### src/rtl/clock_divider_prog.sv
// Programmable integer clock divider with glitch-free registered output,
// per-period tick, and a valid/ready ratio update applied on period boundaries.
module clock_divider_prog #(
   parameter int unsigned CNT_W        = 8,
   parameter int unsigned RESET_DIV    = 4,
   parameter bit          RESET_EN_RUN = 1'b0
) (
   input  logic             clock,
   input  logic             reset,
   input  logic             io_en,
   input  logic [CNT_W-1:0] io_div,
   input  logic             io_div_valid,
   output logic             io_div_ready,
   output logic             io_div_err,
   output logic [CNT_W-1:0] io_ratio,
   output logic             io_clock_out,
   output logic             io_tick,
   output logic             io_busy
);

   localparam logic [1:0] ST_IDLE = 2'd0;
   localparam logic [1:0] ST_HIGH = 2'd1;
   localparam logic [1:0] ST_LOW  = 2'd2;

   localparam logic [CNT_W-1:0] RESET_RATIO = CNT_W'(RESET_DIV);
   localparam logic [CNT_W-1:0] ONE         = {{(CNT_W-1){1'b0}}, 1'b1};

   generate
      if ((CNT_W < 2) || (CNT_W > 16)) begin : g_bad_cnt_w
         $error("clock_divider_prog: CNT_W must be in 2..16");
      end
      if ((RESET_DIV < 2) || (RESET_DIV > ((1 << CNT_W) - 1))) begin : g_bad_reset_div
         $error("clock_divider_prog: RESET_DIV must be in [2, 2^CNT_W-1]");
      end
   endgenerate

   logic [1:0]       state_q,    state_d;
   logic [CNT_W-1:0] cnt_q,      cnt_d;
   logic [CNT_W-1:0] ratio_q,    ratio_d;
   logic [CNT_W-1:0] pend_q,     pend_d;
   logic             pend_vld_q, pend_vld_d;
   logic             clk_out_q,  clk_out_d;
   logic             tick_q,     tick_d;
   logic             err_q,      err_d;
   logic             start_q,    start_d;

   logic [CNT_W-1:0] half_hi;
   logic [CNT_W-1:0] half_lo;
   logic             hi_last;
   logic             lo_last;
   logic             accept;
   logic             div_bad;
   logic             accept_ok;

   // Odd ratios put the extra cycle in the high phase.
   always_comb begin
      half_lo   = ratio_q >> 1;
      half_hi   = ratio_q - half_lo;
      hi_last   = (cnt_q == (half_hi - ONE));
      lo_last   = (cnt_q == (half_lo - ONE));
      accept    = io_div_valid && !pend_vld_q;
      div_bad   = (io_div[CNT_W-1:1] == '0);
      accept_ok = accept && !div_bad;
   end

   always_comb begin
      state_d    = state_q;
      cnt_d      = cnt_q;
      ratio_d    = ratio_q;
      pend_d     = pend_q;
      pend_vld_d = pend_vld_q;
      clk_out_d  = clk_out_q;
      tick_d     = 1'b0;
      err_d      = accept && div_bad;
      start_d    = 1'b0;

      case (state_q)
         ST_IDLE: begin
            clk_out_d = 1'b0;
            cnt_d     = '0;
            if (accept_ok) begin
               ratio_d = io_div;
            end
            if (io_en || start_q) begin
               state_d   = ST_HIGH;
               clk_out_d = 1'b1;
               tick_d    = 1'b1;
            end
         end

         ST_HIGH: begin
            if (hi_last) begin
               state_d   = ST_LOW;
               clk_out_d = 1'b0;
               cnt_d     = '0;
            end else begin
               cnt_d = cnt_q + ONE;
            end
            if (accept_ok) begin
               pend_d     = io_div;
               pend_vld_d = 1'b1;
            end
         end

         ST_LOW: begin
            if (lo_last) begin
               // Boundary: a same-cycle request bypasses the pending slot.
               if (accept_ok) begin
                  ratio_d = io_div;
               end else if (pend_vld_q) begin
                  ratio_d = pend_q;
               end
               pend_vld_d = 1'b0;
               cnt_d      = '0;
               if (io_en) begin
                  state_d   = ST_HIGH;
                  clk_out_d = 1'b1;
                  tick_d    = 1'b1;
               end else begin
                  state_d   = ST_IDLE;
                  clk_out_d = 1'b0;
               end
            end else begin
               cnt_d = cnt_q + ONE;
               if (accept_ok) begin
                  pend_d     = io_div;
                  pend_vld_d = 1'b1;
               end
            end
         end

         default: begin
            state_d   = ST_IDLE;
            clk_out_d = 1'b0;
            cnt_d     = '0;
         end
      endcase
   end

   always_ff @(posedge clock) begin
      if (reset) begin
         state_q    <= ST_IDLE;
         cnt_q      <= '0;
         ratio_q    <= RESET_RATIO;
         pend_q     <= '0;
         pend_vld_q <= 1'b0;
         clk_out_q  <= 1'b0;
         tick_q     <= 1'b0;
         err_q      <= 1'b0;
         start_q    <= RESET_EN_RUN;
      end else begin
         state_q    <= state_d;
         cnt_q      <= cnt_d;
         ratio_q    <= ratio_d;
         pend_q     <= pend_d;
         pend_vld_q <= pend_vld_d;
         clk_out_q  <= clk_out_d;
         tick_q     <= tick_d;
         err_q      <= err_d;
         start_q    <= start_d;
      end
   end

   assign io_div_ready = !pend_vld_q;
   assign io_div_err   = err_q;
   assign io_ratio     = ratio_q;
   assign io_clock_out = clk_out_q;
   assign io_tick      = tick_q;
   assign io_busy      = (state_q != ST_IDLE);

endmodule

### config.mk
export PLATFORM = sky130hd
export DESIGN_NAME = clock_divider_prog
export DESIGN_NICKNAME = d
export VERILOG_FILES = /design/src/rtl/clock_divider_prog.sv
export SDC_FILE = /design/constraint.sdc
export NUM_CORES = 1
export LEC_CHECK = 0
export CAP_MARGIN = 20
export CORE_ASPECT_RATIO = 1.1
export CORE_MARGIN = 8
export CORE_UTILIZATION = 50
export DETAILED_ROUTE_END_ITERATION = 6
export PLACE_DENSITY = 0.77
export REMOVE_ABC_BUFFERS = 1
export SYNTH_ARGS = -nofsm -noshare
export SYNTH_HDL_FRONTEND = slang
export SYNTH_SLANG_ARGS = --single-unit
### constraint.sdc
create_clock -name clock -period 2.95 [get_ports clock]
set_clock_uncertainty 0.2 [all_clocks]
set_input_delay 0.295 -clock clock [delete_from_list [all_inputs] [get_ports clock]]
set_output_delay 0.295 -clock clock [all_outputs]
set_load 0.01 [all_outputs]
# --- After elaboration in Yosys (flattened, before gate mapping) ---
# Cells that the tools add are included.
op_classes:
  n_addsub: 4
  mul: 0
  n_div: 0
  magnitude_cmp: 0
  eq_ne: 10
  shift: 0
  n_mux: 25
  bitwise_logic: 0
  n_reduce_logical: 14
ops:
  columns: ["cell", "n"]
  rows:
  - ["8-bit 2-to-1 mux", 8]
  - ["8-bit case mux with 2 select lines", 3]
  - ["8-bit equality test", 2]
  - ["2-bit inequality test (second input constant)", 5]
  - ["8-bit by 1-bit adder with 8-bit output (second input constant)", 1]
  - ["7-bit by 1-bit subtractor with 8-bit output (second input constant)", 1]
  - ["8-bit by 1-bit subtractor with 8-bit output (second input constant)", 1]
  - ["8-bit by 7-bit subtractor with 8-bit output", 1]
  - ["7-bit zero test", 1]
  - ["1-bit 2-to-1 mux", 7]
  - ["2-bit 2-to-1 mux", 3]
  - ["2-bit case mux with 3 select lines", 1]
  - ["2-bit nonzero test", 3]
  - ["1-bit case mux with 2 select lines", 2]
  - ["2-bit AND reduction", 2]
  - ["4-bit AND reduction", 1]
  - ["1-bit logical AND", 3]
  - ["3-bit inequality test (second input constant)", 1]
  - ["1-bit case mux with 3 select lines", 1]
  - ["3-bit AND reduction", 1]
  - ["2-bit by 1-bit equality test with 1-bit output (second input constant)", 1]
  - ["2-bit equality test (second input constant)", 1]
  - ["1-bit zero test", 2]
  - ["2-bit zero test", 1]
word_totals:
  reg_bits: 30
  latchBits: 0
  ramBits: 0
  rom_bits: 0
  inputBits: 12
  output_inout_bits: 13
  wordCells: 61
  memories: 0

# --- Depth between registers and ports, before layout ---
# Gate-level depths: netlist (run 1).
logic_depth:
  ltp_word: 6
  mapped_depth: 10

# --- Least setup slack after synthesis (run 1) ---
# Ideal clock, no wire load.
synth_timing:
  kind: "register to register"
  start: "register ratio_q[1], in the netlist io_ratio[1]"
  end: "register state_q[1]"
  setup_time_ps: 72
  arrival_ps: 2704
  t_required_ps: 2678
  path_slack_ps: -26
  stages_incl_launch_ff: 11
  cell_sequence: "dfxtp_1 > inv_1 > ha_1 > fa_1 > nor2b_1 > o31ai_1 > nor4b_1 > a2111oi_2 > a41oi_1 > a221oi_1 > mux2i_1"
synth_via:
  elab_chain_cells: 5
  word_cells_on_any_way: 8
  classes_between: "add/sub (3); eq/ne (4); reduce/logical (1)"
synth_rtl:
  columns: ["element", "line", "source"]
  rows:
  - ["start, declared", "39", "logic [CNT_W-1:0] ratio_q, ratio_d;"]
  - ["start signal, assigned", "154", "ratio_q <= ratio_d;"]
  - ["8-bit by 7-bit subtractor with 8-bit output", "58", "half_hi = ratio_q - half_lo;"]
  - ["8-bit by 1-bit subtractor with 8-bit output", "59", "hi_last = (cnt_q == (half_hi - ONE));"]
  - ["8-bit equality test", "59", null]
  - ["2-bit inequality test (no source line)", null, null]
  - ["3-bit AND reduction (no source line) (*)", null, null]
  - ["end signal, assigned", "152", "state_q <= state_d;"]
  - ["end, declared", "37", "logic [1:0] state_q, state_d;"]
# Mark *: on every way between the ends. The rest lies on a longest branch, timed or not.
# A chain may end at the register's enable or synchronous reset.

# --- Worst setup path after layout (run 1) ---
# Same ends and word-level chain as after synthesis.

==> out/metrics.csv, run 1 <==
stage,metric,value,unit
outcome,status,"finished, final reports clean",
clock_network,clock_tree.root_cell,clkbuf_8,
global_routing,grt_max_degree,17,
sta,finalHoldViolCount,0,
placement,dp_worst_setup_slack,-13.16,ps
yosys,synth_edf_count,0,
die,start_util,0.5057,
yosys,synth_compound_area_frac,0.1907,
worst_setup_path,r2r_end,state_q[1],
yosys,syn_avg_cell_area,8.906,µm²
worst_setup_path,rrSetupSlack,130,ps
worst_setup_path,required,2960,ps
worst_setup_path,cp.arrival,2830,ps
worst_hold_path,hold_path_end,io_clock_out,
worst_setup_path,cpPeakStageDelay,360,ps
power,combPwrFrac,0.591,
die,io_pins,25,
global_routing,grt_first_pass_wirelength,8.135,mm
worst_setup_path,rr_worst_depth,11,
die,die_h,84.29,µm
clock_network,clkLatencyLatePin,280,ps
sta,final-max-slew-violation-count,0,
die,die_x,78.08,µm
power,p_per_area,889.8,nW/µm²
power,p_switching,971.7,µW
die,core_area,4192,µm²
clock_network,ctsHoldBuffers,0,
layout,layout.nets,301,
yosys,synth_xor_xnor_area_share,0.1198,
sta,worst_pin_slew,525.5,ps
clock_network,cts.sinks,30,
power,clkPwrFrac,0.176,
yosys,synth-main-ff-cell,dfxtp_1,
power,ir_worst_vdd,528.6,µV
placement,hpwl,3.659,mm
layout,multi_input_area,1440,µm²
layout,final_cells,323,
yosys,ys_ff_latch,30,
sta,hold_slack,263.9,ps
sta,rsz0062_at_grt,false,
worst_setup_path,critPathKind,reg2reg,
sta,fin_crit_sh,0.9548,
yosys,synthAdderAreaFrac,0.1275,
yosys,async_reset_ff_frac,0,
yosys,synth_mux_area_frac,0.04959,
sta,max_freq,0.3550,GHz
die,num_rows,25,
route,avgRoutedWirePerCell,15.31,µm
clock_network,cts_made_buffers,5,
sta,fin_tns_setup,0,ps
worst_setup_path,path_cells,inv_1 -> ha_1 -> fa_2 -> nor2b_1 -> o31ai_2 -> buf_4 -> a21oi_1 -> o32ai_1 -> a41oi_2 -> a221oi_2 -> mux2i_1,
worst_hold_path,hold_depth,2,
layout,diodes,0,
worst_setup_path,rr_startpoint,io_ratio[1],
route,drc,0,
power,p_int,1341,µW
clock_network,postCtsSetupRepairBufs,0,
placement,place_congestion,0.8797,
yosys,yosysSeqAreaShare,0.2834,
power,switching_share,0.4202,
yosys,syn_area,2120,µm²
global_routing,grt_pass1_vias,1746,
yosys,synth-simple-area-share,0.1671,
clock_network,clock_path_buffers,2,
global_routing,overflow,0,
clock_network,cts_tree,done,
worst_hold_path,hold_path.class,reg2reg,
placement,place_inst,314,
sta,fin_crit,2817,ps
sta,setup_slack,133.3,ps
yosys,ys.warnings.count,0,
layout,seq_area,603.1,µm²
power,power_frac_seq,0.233,
route,viasPerCell,5.582,
layout,fillers,373,
layout,syn_to_final_growth,22.61,%
global_routing,gr-usage-all-layers,0.1484,
yosys,ys_types,49,
layout,drive_above_1_share,0.1301,
sta,slew_headroom,0.6447,
flow_run,cap_viol_max_count,0,
worst_setup_path,endpoint_kind,flip-flop,
route,dr_total_vias,1803,
worst_setup_path,cp_slowest_cell,fa_2,
worst_setup_path,cp-start-kind,flip-flop,
worst_hold_path,min-delay-start,io_clock_out,
route,drt_wl_total,4.946,mm
placement,io_buffers,24,
clock_network,ctsHtreeMaxLevel,2,
yosys,postSynthCellCount,238,
die,die-area,6581,µm²
route,drt_pass1_iterations,4,
clock_network,clkTransAtPathRegs,70,ps
yosys,synth_top_family_by_area,compound AO/OA/AOI/OAI gates,
sta,setup_viol,0,
power,leakage,0.001085,µW
route,first_iter_violations,145,
route,ant_nets,0,
worst_setup_path,worst-path-max-fanout,3,
global_routing,antenna_found_initial,0,
-- Yosys cell counts (3+ instances only) --
cell type	count	area [µm²]
xnor2_1	20	175.2
mux2i_1	9	90.09
nor2b_1	3	18.77
nor3b_1	3	22.52
o21ai_0	3	15.01
nand2b_1	3	18.77
xor2_1	9	78.83
nor3_1	12	60.06
a211oi_1	7	52.55
a21oi_1	14	70.07
nand2_1	18	67.56
a41o_1	7	70.07
clkbuf_1	5	18.77
nand3_1	5	25.02
nor2_1	15	56.30
inv_1	19	71.32
ha_1	20	250.2
dfxtp_1	30	600.6
-- how the worst max path moves through the flow --
stage / start / endpoint / slack, ps
finish: io_ratio[1] / state_q[1] / 130
CTS: io_ratio[1] / io_clock_out / 10
global placement: io_ratio[1] / io_clock_out / 50
detailed placement: io_ratio[1] / io_clock_out / -10
global route: io_ratio[1] / io_clock_out / 10
floorplan: io_ratio[1] / state_q[1] / -30
-- metal layers --
metal  global-route usage  up-vias  wire length, µm
met2               0.2398       36             2445
met5                    0        -                0
li1                     -      906                -
met3              0.03312        6              177
met4              0.05059        0               59
met1               0.1877      855             2263
-- state kept, by name, summed over array words and instances (netlist names) --
register and count:
io_clock_out 1, cnt_q 8, io_ratio 8, io_tick 1
pend_vld_q 1, state_q 2, io_div_err 1, pend_q 8
-- worst max-delay path: cells and delay by family (launching register included) --
kind,cells,cell delay [ps]
buf+inv,2,230
simple gates,1,150
mux,1,210
fa+ha+maj,2,590
flops,1,340
compound gates,5,1040
-- logic make-up (layout without fill, tap and decap cells) --
group | count (synthesis) | count (layout)
AOI/OAI and AO/OA | 51 | 52
xor gates and xnor gates | 29 | 29
adders and majority gates | 21 | 21
buffers and inverters | 30 | 60
DFF | 30 | 30
muxes | 10 | 10
and+or+nand+nor | 67 | 67
-- final cells by class --
| class | count | area share |
|---|---|---|
| multi-input combinational | 179 | 0.5542 |
| sequential | 30 | 0.2321 |
| timing repair buffer | 33 | 0.1184 |
| inverter | 19 | 0.02744 |
| clock buffer | 5 | 0.02648 |
| tap | 54 | 0.02600 |
| clock inverter | 3 | 0.01541 |
-- power groups by stage --
| stage | clock network, µW | logic, µW | registers [µW] |
|---|---|---|---|
| floorplan | 0 | 878 | 564 |
| global placement | 0 | 1240 | 542 |
| detailed placement | 0 | 1260 | 545 |
| CTS | 415 | 1280 | 537 |
| global route | 436 | 1490 | 548 |
| finish | 407 | 1370 | 540 |
-- per-stage QoR --
step	area [µm²]	total power [µW]	util
after global placement	2435	1780	0.5809
after floorplan	2059	1442	-
after global routing	2599	2474	0.6200
after CTS	2557	2235	0.6101
final	2599	2312	0.6200
after detailed placement	2435	1806	0.5809
-- repair_timing --
| item | 4_1_cts | 5_1_grt |
|---|---|---|
| gates resized for setup | 2 | 7 |
| setup endpoints to repair | 1 | 11 |
| cloned | 0 | 1 |
| pin swaps | 0 | 2 |
| endpoints found under the hold margin | 0 | 0 |
-- cells in the final DEF, fill, tap and decap left out, types with 2 or more instances in the layout --
master / n
nor2_1: 15
mux2i_1: 9
a221oi_2: 2
clkbuf_8: 5
nand2_1: 18
clkinv_2: 2
nand3_1: 5
o21ai_0: 3
buf_4: 9
xnor2_1: 20
xor2_1: 9
a21oi_1: 14
nand2b_1: 3
nor3b_1: 3
nor2b_1: 3
a21boi_0: 2
a41o_1: 7
dfxtp_2: 2
ha_1: 19
nor3_1: 12
inv_1: 19
dfxtp_1: 28
a211oi_1: 7
o32ai_1: 2
clkdlybuf4s50_1: 24
a31o_2: 2
Power figures use the tool's default switching activity.
==> run 2, diff against run 1 <==
- PLACE_DENSITY: 0.77 -> 0.75
- clock period: 2.95 -> 2.7 ns (I/O delays scaled with it)
==> run 2 against run 1 <==
Net effect: the run now ends with negative setup slack left; fmax increased by 3.5%; register-to-register slack got worse by 160 ps; total power increased by 21%; clock power increased by 4%; final cell count increased by 5.9%; flip-flop and latch count unchanged; combinational power increased by 31%; global-route usage increased by 0.87 points; final area increased by 9.0%; critical endpoint is now io_clock_out.
==> out/metrics.csv, run 2 (synthesized netlist as in run 1, its figures left out) <==
stage,metric,value,unit
outcome,status,"finished, violations left",
outcome,violations,negative setup slack,
layout,final_cells,342,
global_routing,gr-usage-all-layers,0.1572,
worst_setup_path,cp_slowest_cell,fa_2,
layout,syn_to_final_growth,33.59,%
route,drt_pass1_iterations,4,
sta,final-max-slew-violation-count,0,
global_routing,overflow,0,
placement,io_buffers,24,
die,io_pins,25,
layout,final_common_cell,dfxtp_1,
clock_network,clkTransAtPathRegs,60,ps
global_routing,grt_first_pass_wirelength,8.562,mm
placement,place_inst,327,
die,num_rows,25,
sta,hold_slack,277.4,ps
die,core_area,4192,µm²
die,die_x,78.08,µm
route,drt_wl_total,5.105,mm
worst_setup_path,required,2710,ps
power,ir_worst_vdd,655.2,µV
global_routing,grt_max_degree,17,
placement,dp_worst_setup_slack,-217.9,ps
worst_setup_path,cp-start-kind,flip-flop,
worst_setup_path,worst-path-max-fanout,5,
worst_setup_path,rrSetupSlack,-20,ps
die,die_h,84.29,µm
route,drc,0,
sta,setup_viol,1,
route,avgRoutedWirePerCell,14.93,µm
sta,max_freq,0.3674,GHz
clock_network,ctsHtreeMaxLevel,2,
worst_setup_path,rr_worst_depth,11,
worst_setup_path,cp.arrival,2730,ps
route,viasPerCell,5.523,
worst_setup_path,critPathKind,reg2reg,
worst_setup_path,crit_buf_inv,2,
worst_hold_path,hold_depth,2,
clock_network,clkLatencyLatePin,280,ps
placement,hpwl,3.726,mm
sta,finalHoldViolCount,0,
sta,fin_crit_sh,1.008,
die,start_util,0.5057,
layout,layout.nets,320,
clock_network,cts_made_buffers,5,
route,dr_total_vias,1889,
sta,worst_pin_slew,503.1,ps
worst_setup_path,crit_family,compound AO/OA/AOI/OAI gates,
clock_network,clock_path_buffers,2,
global_routing,grt_pass1_vias,1848,
flow_run,cap_viol_max_count,0,
layout,drive_above_1_share,0.2153,
power,leakage,0.001193,µW
sta,rsz0062_at_grt,true,
clock_network,cts.sinks,30,
worst_setup_path,cp.depth,11,
sta,fin_crit,2722,ps
worst_setup_path,endpoint_kind,flip-flop,
route,first_iter_violations,70,
worst_setup_path,path_cells,inv_2 -> ha_4 -> fa_2 -> nor2b_4 -> o31ai_4 -> nor4b_2 -> a2111oi_4 -> a41oi_2 -> a21oi_2 -> buf_6 -> mux2i_1,
sta,slew_headroom,0.6602,
placement,place_congestion,0.8402,
route,ant_nets,0,
worst_hold_path,hold_path.class,reg2reg,
global_routing,antenna_found_initial,0,
clock_network,clock_tree.root_cell,clkbuf_8,
clock_network,ctsHoldBuffers,0,
worst_setup_path,cpPeakStageDelay,400,ps
layout,final_cell_mix,"29 x dfxtp_1, 26 x buf_4, 24 x clkdlybuf4s50_1, 19 x xnor2_1",
power,p_per_area,984.3,nW/µm²
sta,setup_slack,-21.77,ps
die,die-area,6581,µm²
clock_network,cts_tree,done,
sta,fin_tns_setup,-21.77,ps
layout,diodes,0,
layout,fillers,344,
==> run 2: report_power, final <==
| group | internal, µW | switching (µW) | total (µW) |
|---|---|---|---|
| registers | 521 | 49.6 | 571 |
| clock network | 257 | 164 | 422 |
| logic | 869 | 926 | 1790 |
| total | 1650 | 1140 | 2790 |
==> run 2: cell type report <==
| cell class | instances | area (µm²) | area share |
|---|---|---|---|
| clock buffers | 8 | 110.1 | 0.03889 |
| inverters | 19 | 71.32 | 0.02519 |
| multi-input cells | 178 | 1503 | 0.5307 |
| flip-flops and latches | 30 | 601.8 | 0.2125 |
| well taps | 54 | 67.56 | 0.02386 |
| repair buffers | 53 | 478.0 | 0.1688 |
==> run 2: timing repair <==
action                     in CTS  in global routing
setup endpoints to repair      11                 26
buffers inserted                2                  4
gates resized for setup         8                 15
cloned                          0                  1
pin swaps                       4                  8
==> run 2: path summary, 6_finish.rpt <==
kind,startpoint,to
max,io_ratio[1],io_clock_out
min,io_clock_out,io_clock_out
max reg2reg,io_ratio[1],io_clock_out
min reg2reg,io_clock_out,io_clock_out
==> run 2: worst register-to-register path: stages (launching register included) <==
cell and delay [ps]:
dfxtp_2 330, inv_2 50, ha_4 160, fa_2 400, nor2b_4 140, o31ai_4 250, nor4b_2 110, a2111oi_4 280
a41oi_2 190, a21oi_2 220, buf_6 150, mux2i_1 170
==> run 2: through the flow <==
stage | util | power, µW | cell area (µm²)
2_1_floorplan | - | 1576 | 2059
4_1_cts | 0.6516 | 2646 | 2731
6_report | 0.6755 | 2787 | 2831
3_3_place_gp | 0.6072 | 2081 | 2545
3_5_place_dp | 0.6072 | 2102 | 2545
5_1_grt | 0.6755 | 2966 | 2831
==> run 2: per-layer routing <==
layer	part of all wire	up-vias	routed length, µm	GRT usage
li1	-	941	-	-
met1	0.40	883	2062	0.1733
met2	0.53	53	2682	0.2813
met3	0.048	12	243	0.03419
met4	0.023	0	116	0.06239
met5	0	-	0	0
==> run 3, diff against run 2 <==
- ABC_AREA: not set -> 1
- GPL_TIMING_DRIVEN: not set -> 0
- PLACE_DENSITY: 0.75 -> 0.74
==> run 3 against run 2 <==
Net effect: the flow now finishes without violations; clock power is 13% lower; final area is 6.1% lower; via count rose by 8.1%; combinational power decreased by 6%; non-clock buffer count shrank 29; final cell count rose by 22%; critical path depth grew 1; first-iteration DRC count increased by 21%; total power decreased by 2.4%; core utilization down 6.4 points; count of clock-buffer cells in the layout decreased by 1.
==> out/metrics.csv, run 3 <==
stage,metric,value,unit
route,drt_pass1_iterations,4,
die,io_pins,25,
worst_hold_path,min-delay-start,cnt_q[0],
power,combPwrFrac,0.621,
clock_network,postCtsSetupRepairBufs,0,
route,viasPerCell,4.885,
global_routing,grt_pass1_vias,1975,
yosys,synth-main-ff-cell,dfxtp_1,
clock_network,cts.sinks,30,
clock_network,clock_path_buffers,2,
global_routing,antenna_found_initial,0,
global_routing,grt_max_degree,22,
layout,syn_to_final_growth,17.09,%
layout,drive_above_1_share,0.08516,
worst_setup_path,cpPeakStageDelay,520,ps
placement,io_buffers,24,
sta,worst_pin_slew,705.3,ps
yosys,ys_types,34,
yosys,yosysSeqAreaShare,0.2646,
route,ant_nets,0,
layout,final_cell_mix,"87 x nand2_1, 47 x nor2_1, 45 x inv_1, 26 x dfxtp_1, 24 x clkdlybuf4s50_1",
yosys,synth.most_common_cell,nand2_1,
yosys,synth_top_area_share,0.2646,
die,die-area,6954,µm²
yosys,async_reset_ff_frac,0,
worst_hold_path,hold_depth,1,
power,ir_worst_vdd,682.3,µV
sta,finalHoldViolCount,0,
worst_setup_path,cp-start-kind,flip-flop,
power,p_per_area,1024,nW/µm²
worst_setup_path,path_cells,inv_4 -> ha_4 -> fa_2 -> xor2_1 -> nor2_1 -> o21ai_0 -> nor2_2 -> nand4_1 -> nand2_2 -> nand2_1 -> nand3_4 -> nor2_1,
power,p_int,1459,µW
power,p_switching,1262,µW
sta,setup_viol,0,
sta,slew_headroom,0.5293,
yosys,synth_edf_count,0,
power,leakage,0.001238,µW
sta,final-max-slew-violation-count,0,
yosys,syn_avg_cell_area,6.656,µm²
worst_setup_path,rr_startpoint,io_ratio[1],
global_routing,overflow,0,
yosys,synthTopCellsByCount,"89 x nand2_1, 48 x nor2_1, 46 x inv_1",
sta,hold_slack,282.8,ps
worst_setup_path,critPathKind,reg2reg,
worst_setup_path,cp.arrival,2460,ps
yosys,ys_ff_latch,30,
die,num_rows,25,
sta,fin_crit,2487,ps
flow_run,cap_viol_max_count,0,
route,avgRoutedWirePerCell,11.37,µm
worst_hold_path,hold_path.class,reg2reg,
clock_network,cts_made_buffers,5,
power,switching_share,0.4638,
layout,final_common_cell,nand2_1,
worst_setup_path,crit_start,io_ratio[1],
yosys,postSynthCellCount,341,
yosys,yosys-top-cells-area,"dfxtp_1 26%, nand2_1 15%, ha_1 11%",
placement,hpwl,3.730,mm
worst_setup_path,cp_slowest_cell,fa_2,
worst_setup_path,endpoint_kind,flip-flop,
route,drc,0,
global_routing,grt_first_pass_wirelength,8.576,mm
worst_setup_path,worst_path_most_repeated_cell,nor2_1,
clock_network,ctsHtreeMaxLevel,2,
die,start_util,0.5220,
clock_network,ctsHoldBuffers,0,
route,first_iter_violations,85,
yosys,syn_area,2270,µm²
clock_network,clkLatencyLatePin,280,ps
sta,rsz0062_at_grt,false,
power,p_total,2721,µW
route,dr_total_vias,2042,
die,die_x,80.24,µm
route,drt_wl_total,4.753,mm
yosys,ys.warnings.count,0,
worst_setup_path,required,2670,ps
die,core_area,4348,µm²
clock_network,cts_tree,done,
power,power_frac_seq,0.244,
clock_network,clock_tree.root_cell,clkbuf_8,
placement,place_congestion,0.8620,
power,clkPwrFrac,0.135,
layout,layout.nets,396,
global_routing,gr-usage-all-layers,0.1497,
layout,diodes,0,
sta,max_freq,0.4021,GHz
worst_setup_path,rr_worst_depth,12,
sta,fin_crit_sh,0.9212,
outcome,status,"finished, final reports clean",
worst_setup_path,worst-path-max-fanout,8,
yosys,yosys.area.top_type,dfxtp_1,
die,die_h,86.67,µm
clock_network,clkTransAtPathRegs,60,ps
==> run 3: cell count changes in the layout (fill, tap and decap cells not counted), sizes merged, moves of 5 or more <==
cell	previous run	this run
xnor2	20	8
a211oi	8	1
inv	19	47
mux2i	9	4
nand3	5	19
nor3	12	3
a21oi	15	8
buf	29	0
nor2	15	50
a41o	7	0
o21ai	3	19
nand2	18	93
==> run 3: cell families after synthesis <==
family,after synthesis,synth area share
compound gates,34,0.08655
xor+xnor,20,0.08049
fa+ha+maj,21,0.1191
buf+inv,56,0.1025
flops,30,0.2646
mux,4,0.01764
simple gates,176,0.3291
==> run 3: worst max-delay path, delay by kind of cell, from the launching register on <==
kind / cells / cell delay (ps)
AOI/OAI and AO/OA: 1 / 100
xor gates and xnor gates: 1 / 60
adders and majority gates: 2 / 690
buffers and inverters: 1 / 70
DFF: 1 / 410
and+or+nand+nor: 7 / 850
==> run 3: timing repair <==
item / CTS / global route
endpoints found under the setup margin: 11 / 11
gates resized for setup: 3 / 12
pin swaps: 0 / 2
endpoints found under the hold margin: 0 / 0
gates cloned: 0 / 0
==> run 3: path summary, 6_finish.rpt <==
path / endpoint / slack [ps]
worst max-delay path: cnt_q[2] / 210
worst min-delay path: cnt_q[0] / 280
worst max register to register: cnt_q[2] / 210
worst min register to register: cnt_q[0] / 280
==> run 3: per-layer routing <==
metal,global-route usage,wire (µm)
met5,0,0
met1,0.1858,2307
met2,0.2539,2271
met3,0.02899,113
met4,0.03974,60
==> run 3: area by class of cell <==
cell class	instances	area [µm²]
fill	430	1690
multi-input combinational	255	1471
sequential	30	608.1
timing repair buffer	24	240.2
inverter	47	178.9
clock buffer	7	86.33
tap	54	67.56
clock inverter	1	5.005
==> run 3: through the flow <==
step,instance area [µm²],instances,worst slack [ps],utilization,TNS (ps)
2_1_floorplan,2213,332,193.2,-,0
3_3_place_gp,2521,410,-238.2,0.5799,-2053
3_5_place_dp,2521,410,-272.0,0.5799,-2411
4_1_cts,2621,418,1.146,0.6029,0
5_1_grt,2658,418,6.622,0.6112,0
6_report,2658,418,212.8,0.6112,0
==> run 3: power by group through the flow <==
stage          logic, µW  registers (µW)  clock network [µW]
6_report            1690             665                 367
5_1_grt             1970             679                 396
4_1_cts             1670             657                 377
3_5_place_dp        1650             664                   0
3_3_place_gp        1610             660                   0
2_1_floorplan       1230             661                   0
